## src/rtl/dual_avg_trend_detector.sv

```systemverilog
// dual_avg_trend_detector
//   Short/long boxcar moving averages over an unsigned sample stream. The two
//   averages are compared against a fixed ratio by cross-multiplication, with
//   no dividers. A debounced flag reports a sustained rise (MODE=0) or fall
//   (MODE=1).
//
//   Optional build macro: DUAL_AVG_HYST_EN
//     defined   - once flag is set, it holds while the release test passes.
//                 The release ratio is REL_NUM/RATIO_DEN.
//     undefined - the first non-trip sample releases the flag; REL_NUM has no effect.
module dual_avg_trend_detector #(
  parameter int W         = 8,
  parameter int LOG_S     = 3,
  parameter int LOG_L     = 6,
  parameter int RATIO_NUM = 5,
  parameter int RATIO_DEN = 4,
  parameter int REL_NUM   = 9,
  parameter int MODE      = 0,
  parameter int HOLD      = 3
) (
  input  logic         clk,
  input  logic         rst,
  input  logic         in_valid,
  input  logic [W-1:0] in_sample,
  input  logic         clear,
  output logic         out_valid,
  output logic         warm,
  output logic [W-1:0] short_avg,
  output logic [W-1:0] long_avg,
  output logic         flag
);

  localparam int DS = 1 << LOG_S;
  localparam int DL = 1 << LOG_L;
  localparam int SW = W + LOG_S;
  localparam int LW = W + LOG_L;
  localparam int CW = W + LOG_S + LOG_L + 8;

`ifdef DUAL_AVG_HYST_EN
  localparam int REL_EFF = REL_NUM;
`else
  // Without hysteresis the release test collapses onto the trip test.
  localparam int REL_EFF = RATIO_NUM + 0 * REL_NUM;
`endif

  localparam logic [CW-1:0]  C_NUM  = CW'(RATIO_NUM);
  localparam logic [CW-1:0]  C_DEN  = CW'(RATIO_DEN);
  localparam logic [CW-1:0]  C_REL  = CW'(REL_EFF);
  localparam logic [7:0]     HOLD_C = 8'(HOLD);
  localparam logic [LOG_S:0] FULL_S = {1'b1, {LOG_S{1'b0}}};
  localparam logic [LOG_L:0] FULL_L = {1'b1, {LOG_L{1'b0}}};
  localparam logic [LOG_S:0] ONE_S  = {{LOG_S{1'b0}}, 1'b1};
  localparam logic [LOG_L:0] ONE_L  = {{LOG_L{1'b0}}, 1'b1};

  logic [W-1:0]   win_s [DS];
  logic [W-1:0]   win_l [DL];
  logic [SW-1:0]  sum_s, sum_s_next;
  logic [LW-1:0]  sum_l, sum_l_next;
  logic [LOG_S:0] fill_s, fill_s_next;
  logic [LOG_L:0] fill_l, fill_l_next;
  logic [7:0]     hold_cnt, hold_next;
  logic [CW-1:0]  a_val, b_val;
  logic           warm_now, warm_next;
  logic           trip, rel_pass, flag_next;

  // Running sums drop the oldest entry; entries are zero until the window fills.
  always_comb begin
    sum_s_next  = sum_s - SW'(win_s[DS-1]) + SW'(in_sample);
    sum_l_next  = sum_l - LW'(win_l[DL-1]) + LW'(in_sample);
    fill_s_next = (fill_s == FULL_S) ? FULL_S : fill_s + ONE_S;
    fill_l_next = (fill_l == FULL_L) ? FULL_L : fill_l + ONE_L;
    warm_now    = (fill_l == FULL_L);
    warm_next   = (fill_s_next == FULL_S) && (fill_l_next == FULL_L);
    a_val       = {{(CW-SW){1'b0}}, sum_s_next} << LOG_L;
    b_val       = {{(CW-LW){1'b0}}, sum_l_next} << LOG_S;
  end

  // Ratio tests on the post-acceptance sums, cross-multiplied to avoid division.
  always_comb begin
    trip     = 1'b0;
    rel_pass = 1'b0;
    if (MODE == 0) begin
      trip     = (a_val * C_DEN) >= (b_val * C_NUM);
      rel_pass = (a_val * C_DEN) >= (b_val * C_REL);
    end else begin
      trip     = (a_val * C_NUM) <= (b_val * C_DEN);
      rel_pass = (a_val * C_REL) <= (b_val * C_DEN);
    end
  end

  // Debounce: count consecutive trips up to HOLD; a set flag is governed by the release test.
  always_comb begin
    hold_next = hold_cnt;
    flag_next = flag;
    if (!warm_now) begin
      hold_next = 8'd0;
      flag_next = 1'b0;
    end else if (flag) begin
      if (rel_pass) begin
        hold_next = hold_cnt;
        flag_next = 1'b1;
      end else begin
        hold_next = 8'd0;
        flag_next = 1'b0;
      end
    end else if (trip) begin
      hold_next = (hold_cnt >= HOLD_C) ? HOLD_C : hold_cnt + 8'd1;
      flag_next = (hold_next == HOLD_C);
    end else begin
      hold_next = 8'd0;
      flag_next = 1'b0;
    end
  end

  // Sample windows: newest at index 0, shift on every accepted sample.
  always_ff @(posedge clk) begin
    if (rst || clear) begin
      for (int i = 0; i < DS; i++) win_s[i] <= '0;
      for (int i = 0; i < DL; i++) win_l[i] <= '0;
    end else if (in_valid) begin
      win_s[0] <= in_sample;
      win_l[0] <= in_sample;
      for (int i = 1; i < DS; i++) win_s[i] <= win_s[i-1];
      for (int i = 1; i < DL; i++) win_l[i] <= win_l[i-1];
    end
  end

  // Sums, fill counters and debounce counter advance on accepted samples only.
  always_ff @(posedge clk) begin
    if (rst || clear) begin
      sum_s    <= '0;
      sum_l    <= '0;
      fill_s   <= '0;
      fill_l   <= '0;
      hold_cnt <= 8'd0;
    end else if (in_valid) begin
      sum_s    <= sum_s_next;
      sum_l    <= sum_l_next;
      fill_s   <= fill_s_next;
      fill_l   <= fill_l_next;
      hold_cnt <= hold_next;
    end
  end

  // Registered outputs; out_valid pulses for one cycle per accepted sample.
  always_ff @(posedge clk) begin
    if (rst || clear) begin
      out_valid <= 1'b0;
      warm      <= 1'b0;
      short_avg <= '0;
      long_avg  <= '0;
      flag      <= 1'b0;
    end else begin
      out_valid <= in_valid;
      if (in_valid) begin
        warm      <= warm_next;
        short_avg <= sum_s_next[SW-1:LOG_S];
        long_avg  <= sum_l_next[LW-1:LOG_L];
        flag      <= flag_next;
      end
    end
  end

endmodule

```

## config.mk

```make
export PLATFORM = sky130hd
export DESIGN_NAME = dual_avg_trend_detector
export DESIGN_NICKNAME = d
export VERILOG_FILES = /design/src/rtl/dual_avg_trend_detector.sv
export SDC_FILE = /design/constraint.sdc
export NUM_CORES = 1
export LEC_CHECK = 0
export BUFFER_PORTS_ARGS = -buffer_cell sky130_fd_sc_hd__clkbuf_2
export CORE_MARGIN = 1.5
export CORE_UTILIZATION = 35
export DETAILED_ROUTE_END_ITERATION = 8
export GPL_ROUTABILITY_DRIVEN = 0
export PLACE_DENSITY = 0.6
export SYNTH_ARGS = -nofsm -noshare
export SYNTH_HDL_FRONTEND = slang
export SYNTH_SLANG_ARGS = --single-unit
export TNS_END_PERCENT = 20
```

## constraint.sdc

```tcl
create_clock -name clk -period 14.53 [get_ports clk]
set_input_delay 0 -clock clk [delete_from_list [all_inputs] [get_ports clk]]
set_output_delay 0 -clock clk [all_outputs]
set_load 0.05 [all_outputs]
```

==> flow_summary.json, run 1 <==
{
  "status": "completed",
  "synthSimpleGateAreaFrac_pct": 16.8,
  "dieHeight_um": 266,
  "clk_latency_ns": 0.62,
  "power.switching_mw": 1.22,
  "rsz0062_at_grt": "no",
  "period_share_pct": 40.6,
  "async_reset_ff_share_pct": 0,
  "clock.fmax_mhz": 170,
  "regToRegStartpoint": "sum_l[1]",
  "utilization_pct": 39.4,
  "fin_skew_ns": 0.0232,
  "synthTopCellsByArea": "edfxtp_1, and3_1, and2_1",
  "r2r-end": "hold_cnt[2]",
  "fin_crit_ns": 5.90,
  "seq_area_sq_mm": 0.0168,
  "grt_usage_pct": 11.1,
  "via_count": 12600,
  "critPathTopFamily": "compound AO/OA/AOI/OAI gates",
  "cts_max_path_buffers": 3,
  "dp_slack_ns": 8.70,
  "tightest_slew_ns": 1.19,
  "synth_commonest_cells": "edfxtp_1, and3_1, and2_1",
  "row_count": 96,
  "syn-cell-area_sq_mm": 0.0241,
  "cp.depth": 26,
  "grt_pass1_wl_mm": 65.0,
  "synth_compound_area_share_pct": 3.41,
  "worstPathMaxFanout": 6,
  "drc": 0,
  "gr-total-overflow": 0,
  "post_synth.cell_area_avg_sq_um": 14.2,
  "multi_input_area_sq_mm": 0.00651,
  "synthXorXnorAreaFrac_pct": 1.38,
  "maxSlewHeadroom_pct": 20.9,
  "synth-edff-count": 528,
  "wire_per_inst_um": 14.9,
  "slew_violations": 0,
  "max_stage_delay_ns": 0.51,
  "layout.cells.non_filler": 2622,
  "p_leak_nw": 11.7,
  "power_density_mw_per_mm2": 161,
  "synthesis.nets": 1787,
  "grt_pass1_vias": 12200,
  "vdd_ir_drop_max_mv": 0.110,
  "drv_cap": 0,
  "nFillCells": 6343,
  "drtPass1Iterations": 7,
  "critPathKind": "reg -> reg",
  "io-pin-count": 31,
  "dpl.hpwl_mm": 19.8,
  "r2r_slack_ns": 8.63,
  "ys_types": 64,
  "antennaDiodeCount": 0,
  "syn2layout_area_growth_pct": 11.6,
  "layout.nets": 1778,
  "clkPwrFrac_pct": 33.8,
  "htree_levels": 2,
  "io_buffers": 30,
  "critPathArrivalTime_ns": 6.43,
  "die_w_um": 266,
  "cts_hold_buf": 13,
  "netSwitchingFraction_pct": 28.2,
  "hold_path.class": "in -> reg",
  "drive_above_1_share_pct": 7.41,
  "p_int_mw": 3.11,
  "cts_resized": 0,
  "combinationalPowerShare_pct": 22.2,
  "ys_seq_area_share_pct": 69.6,
  "antenna_left": 0,
  "cp.buffers_inverters": 2,
  "fin_setup_tns_ns": 0,
  "finalWorstSetupSlack_ns": 8.63,
  "postCtsSetupBuffers": 0,
  "seq_power_share_pct": 44.0,
  "core-area_sq_mm": 0.0685,
  "clk_pin_slew_ns": 0.06,
  "cts-root-buf": "clkbuf_16",
  "synthAdderAreaFrac_pct": 4.42,
  "numClockSinks": 575,
  "first_iter_violations": 1043,
  "synth_top_family_by_area": "simple AND/OR/NAND/NOR gates",
  "cp-startpoint": "sum_l[1]",
  "synth_top_cell_area_share_pct": 65.7,
  "start_kind": "flip-flop",
  "start_util_pct": 35.3,
  "cp.required_ns": 15.06,
  "synth_top_area_cell": "edfxtp_1",
  "setup_viol": 0,
  "via_per_inst": 4.79,
  "hold_violations": 0,
  "muxShareOfSynthArea_pct": 0.954,
  "drt-total-wl_mm": 39.0,
  "grt_start_max_net_pins": 345,
  "r2r_cells": 26,
  "numCtsBuffers": 58,
  "syn_inst": 1700,
  "critPathCaptureType": "flip-flop",
  "slowest_stage": "fa_1",
  "synth_seq_cells": 575,
  "cts_tree": "yes",
  "placed_cells": 2500,
  "yosys.cell_count.top_type": "edfxtp_1",
  "crit_end": "hold_cnt[2]",
  "synth_warnings": 0,
  "die_area_sq_mm": 0.0705,
  "synth-main-ff-cell": "edfxtp_1",
  "antenna_found_initial": 0
}
-- metrics by stage --
| stage | instance area, sq um | hold WS [ns] | power (mW) |
|---|---|---|---|
| global placement | 25000 | 0.342 | 2.87 |
| detailed placement | 25000 | 0.344 | 2.89 |
| global route | 26900 | 0.265 | 4.56 |
| finish | 26900 | 0.281 | 4.33 |
| CTS | 26900 | 0.229 | 4.38 |
| floorplan | 24100 | 0.176 | 2.70 |
-- worst min-delay path: stages --
cell,delay [ns]
dlygate4sd3_1,0.52
clkbuf_2,0.13
and3_1,0.14
-- how the worst min path moves through the flow --
| stage | start | endpoint | slack (ns) | cells past startpoint |
|---|---|---|---|---|
| after detailed placement | in_sample[1] | win_s[0][1] | 0.34 | 2 |
| after global placement | in_sample[2] | win_s[0][2] | 0.34 | 2 |
| after floorplan | rst | sum_s[10] | 0.18 | 2 |
| after CTS | in_sample[4] | win_s[0][4] | 0.23 | 3 |
| after global routing | in_sample[4] | win_s[0][4] | 0.26 | 3 |
| final | in_sample[4] | win_s[0][4] | 0.28 | 3 |
-- power groups by stage --
stage / Sequential [mW] / Clock [mW] / Combinational, mW
2_1_floorplan: 1.95 / 0 / 0.750
3_3_place_gp: 1.94 / 0 / 0.927
3_5_place_dp: 1.94 / 0 / 0.954
4_1_cts: 1.91 / 1.51 / 0.969
5_1_grt: 1.91 / 1.57 / 1.08
6_report: 1.90 / 1.46 / 0.960
-- cell families after synthesis --
group	count (synthesis)
AOI/OAI and AO/OA	120
buffers and inverters	197
and+or+nand+nor	672
DFF	575
xor gates and xnor gates	38
adders and majority gates	75
muxes	23
-- layer usage --
metal  GRT usage, %  part of all wire, %  up-vias
met5              0                    0        -
met4           4.25                  2.4        0
met3           1.81                  3.1       59
met2           16.3                   44      142
met1           16.4                   50     6272
li1               -                    -     6098
-- area by class of cell --
type | count | share of cell area, %
tap | 882 | 4.10
timing repair buffer | 49 | 1.37
sequential | 575 | 62.3
multi-input combinational | 928 | 24.2
inverter | 79 | 1.13
clock buffer | 76 | 5.72
clock inverter | 33 | 1.19
-- registers in the layout, summed over array words and instances, names as in the netlist --
signal,flops
flag,1
win_s,54
sum_l,14
sum_s,11
win_l,474
fill_s,4
out_valid,1
hold_cnt,8
fill_l,7
warm,1
-- cells in the final DEF, fill, tap and decap left out, types with 5 or more instances in the layout --
cell	instances
or3_1	6
dlygate4sd3_1	13
clkinv_2	8
a21o_1	12
clkinv_1	15
mux2i_1	23
fa_1	17
and2_1	261
edfxtp_1	528
clkbuf_16	59
nand2_1	25
o21ai_0	19
clkbuf_2	29
bufinv_16	5
nor2b_1	8
nor2_1	41
xnor2_1	22
ha_1	58
dfxtp_1	47
o21ai_1	6
nand4_1	10
xor2_1	16
nor3_1	9
inv_1	78
clkbuf_1	17
and3_1	283
a21oi_1	33
a211oi_1	10
No activity file was read; power rests on OpenSTA's default activity.
==> run 2: changes to the inputs <==
Settings changed: PLACE_DENSITY 0.6 to 0.62.
Clock period 14.53 ns to 5.05 ns, I/O delays scaled along.
==> run 2 against run 1 <==
Net effect: largest cell class unchanged; the run now ends with negative setup slack left; maximum frequency rose by 13%; cell count rose by 2.4%; critical path type unchanged; die area did not move; clock-buffer cell count fell by 2; non-clock buffer count rose by 72; core utilization rose by 1.1 points.
==> flow_summary.json, run 2 (synthesis gave the netlist of run 1 again) <==
{
  "status": "complete, but fails checks",
  "violations": "negative setup slack",
  "setup_viol": 9,
  "dpl.hpwl_mm": 20.6,
  "layout_commonest_cell": "edfxtp_1",
  "period_share_pct": 104,
  "cp.required_ns": 5.60,
  "htree_levels": 2,
  "fin_setup_tns_ns": -1.47,
  "placed_cells": 2565,
  "start_kind": "flip-flop",
  "drt-total-wl_mm": 39.6,
  "nFillCells": 6273,
  "timing.hold.ws_ns": 0.273,
  "antennaDiodeCount": 0,
  "grt_usage_pct": 11.2,
  "cts_tree": "yes",
  "hold_violations": 0,
  "max_stage_delay_ns": 0.52,
  "clock.fmax_mhz": 191,
  "via_per_inst": 4.78,
  "regToRegStartpoint": "sum_l[1]",
  "finalWorstSetupSlack_ns": -0.191,
  "seq_area_sq_mm": 0.0168,
  "grt_pass1_wl_mm": 65.8,
  "path_cells": "inv_1 > fa_1 > inv_2 > fa_2 > a21o_1 > a21oi_2 > xnor2_2 > ha_4 > fa_2 > a21o_1 > a21oi_2 > nor2b_1 > o21ai_2 > nor2b_4 > xor2_1 > ha_1 > nand2_1 > a211o_1 > nor3_2 > o31ai_2 > a211oi_2 > o221ai_4 > o21ai_4 > and3_1",
  "grt_start_max_net_pins": 305,
  "drv_cap": 0,
  "layout.nets": 1847,
  "vdd_ir_drop_max_mv": 0.323,
  "die_area_sq_mm": 0.0705,
  "layout.cells.non_filler": 2685,
  "grt_pass1_vias": 12600,
  "drive_above_1_share_pct": 14.0,
  "cts-root-buf": "clkbuf_16",
  "drtPass1Iterations": 5,
  "layout_common_cells": "edfxtp_1, and3_1, and2_1",
  "gr-total-overflow": 0,
  "critPathArrivalTime_ns": 5.79,
  "fin_skew_ns": 0.0213,
  "cts_max_path_buffers": 3,
  "critPathKind": "reg -> reg",
  "numClockSinks": 575,
  "via_count": 12800,
  "die_w_um": 266,
  "io-pin-count": 31,
  "clk_pin_slew_ns": 0.07,
  "worstPathMaxFanout": 6,
  "dp_slack_ns": -0.585,
  "slowest_stage": "fa_1",
  "start_util_pct": 35.3,
  "row_count": 96,
  "antenna_left": 0,
  "reg_top3": "win_l (474), win_s (54), sum_l (14)",
  "cp-startpoint": "sum_l[1]",
  "maxSlewHeadroom_pct": 24.7,
  "max_flop_register": "win_l",
  "multi_input_area_sq_mm": 0.00682,
  "core-area_sq_mm": 0.0685,
  "critPathCaptureType": "flip-flop",
  "largest_reg_flops": 474,
  "numCtsBuffers": 55,
  "tightest_slew_ns": 1.13,
  "hold_path.class": "in -> reg",
  "first_iter_violations": 859,
  "clk_latency_ns": 0.60,
  "slew_violations": 0,
  "rsz0062_at_grt": "yes",
  "io_buffers": 30,
  "syn2layout_area_growth_pct": 14.9,
  "drc": 0,
  "p_leak_nw": 12.1,
  "power_density_mw_per_mm2": 474,
  "wire_per_inst_um": 14.8,
  "antenna_found_initial": 0,
  "worstHoldStart": "in_sample[6]",
  "fin_crit_ns": 5.24,
  "dieHeight_um": 266,
  "finalPower_mw": 13.1
}
==> run 2: cell count changes in the layout (fill, tap and decap cells not counted), moves of 5 or more <==
cell | previous run | this run
buf_4 | 3 | 71
ha_1 | 58 | 45
ha_4 | 0 | 8
clkinv_1 | 15 | 8
a211oi_1 | 10 | 4
a211oi_2 | 1 | 6
clkbuf_8 | 0 | 5
ha_2 | 0 | 5
o21ai_0 | 19 | 14
==> run 2: timing repair <==
action	4_1_cts	5_1_grt
endpoints found under the hold margin	56	0
hold buffers	13	0
pin swaps	21	16
resized for setup	42	19
buffers inserted	5	2
endpoints found under the setup margin	9	9
==> run 2: worst max-delay path: cells and delay by family (launching register included) <==
family | cells | cell delay (ns)
adder cells (fa/ha/maj) | 5 | 1.81
AND/OR/NAND/NOR | 5 | 0.69
buffers and inverters | 2 | 0.11
flip-flops | 1 | 0.33
AO/OA/AOI/OAI | 10 | 2.01
XOR/XNOR | 2 | 0.24
==> run 2: per-layer routing <==
metal | track usage (%) | wire length [um]
met5 | 0 | 0
met4 | 4.21 | 1170
met3 | 2.04 | 1330
met2 | 16.2 | 17400
met1 | 16.6 | 19700
==> run 2: final timing paths <==
kind / to / slack [ns] / cells after the start
max: hold_cnt[5] / -0.19 / 24
min: win_s[0][6] / 0.27 / 3
max reg2reg: hold_cnt[5] / -0.19 / 24
min reg2reg: warm / 0.47 / 2
==> run 2: area by class of cell <==
class / instances / share of cell area (%)
sequential: 575 / 60.6
multi-input combinational: 928 / 24.6
clock buffer: 74 / 5.48
tap: 882 / 3.98
timing repair buffer: 121 / 3.46
inverter: 79 / 1.08
clock inverter: 26 / 0.794
==> run 2: power by group <==
part / total [mW] / internal, mW / leakage, nW / switching, mW
Combinational: 3.69 / 1.82 / 4.72 / 1.87
Sequential: 5.47 / 5.40 / 6.53 / 0.0648
Clock: 3.98 / 2.22 / 0.849 / 1.76
==> run 2: through the flow <==
stage | utilization, % | area, sq um
finish | 40.5 | 27700
global route | 40.5 | 27700
CTS | 40.3 | 27600
detailed placement | 37.2 | 25500
global placement | 37.2 | 25500
floorplan | - | 24200
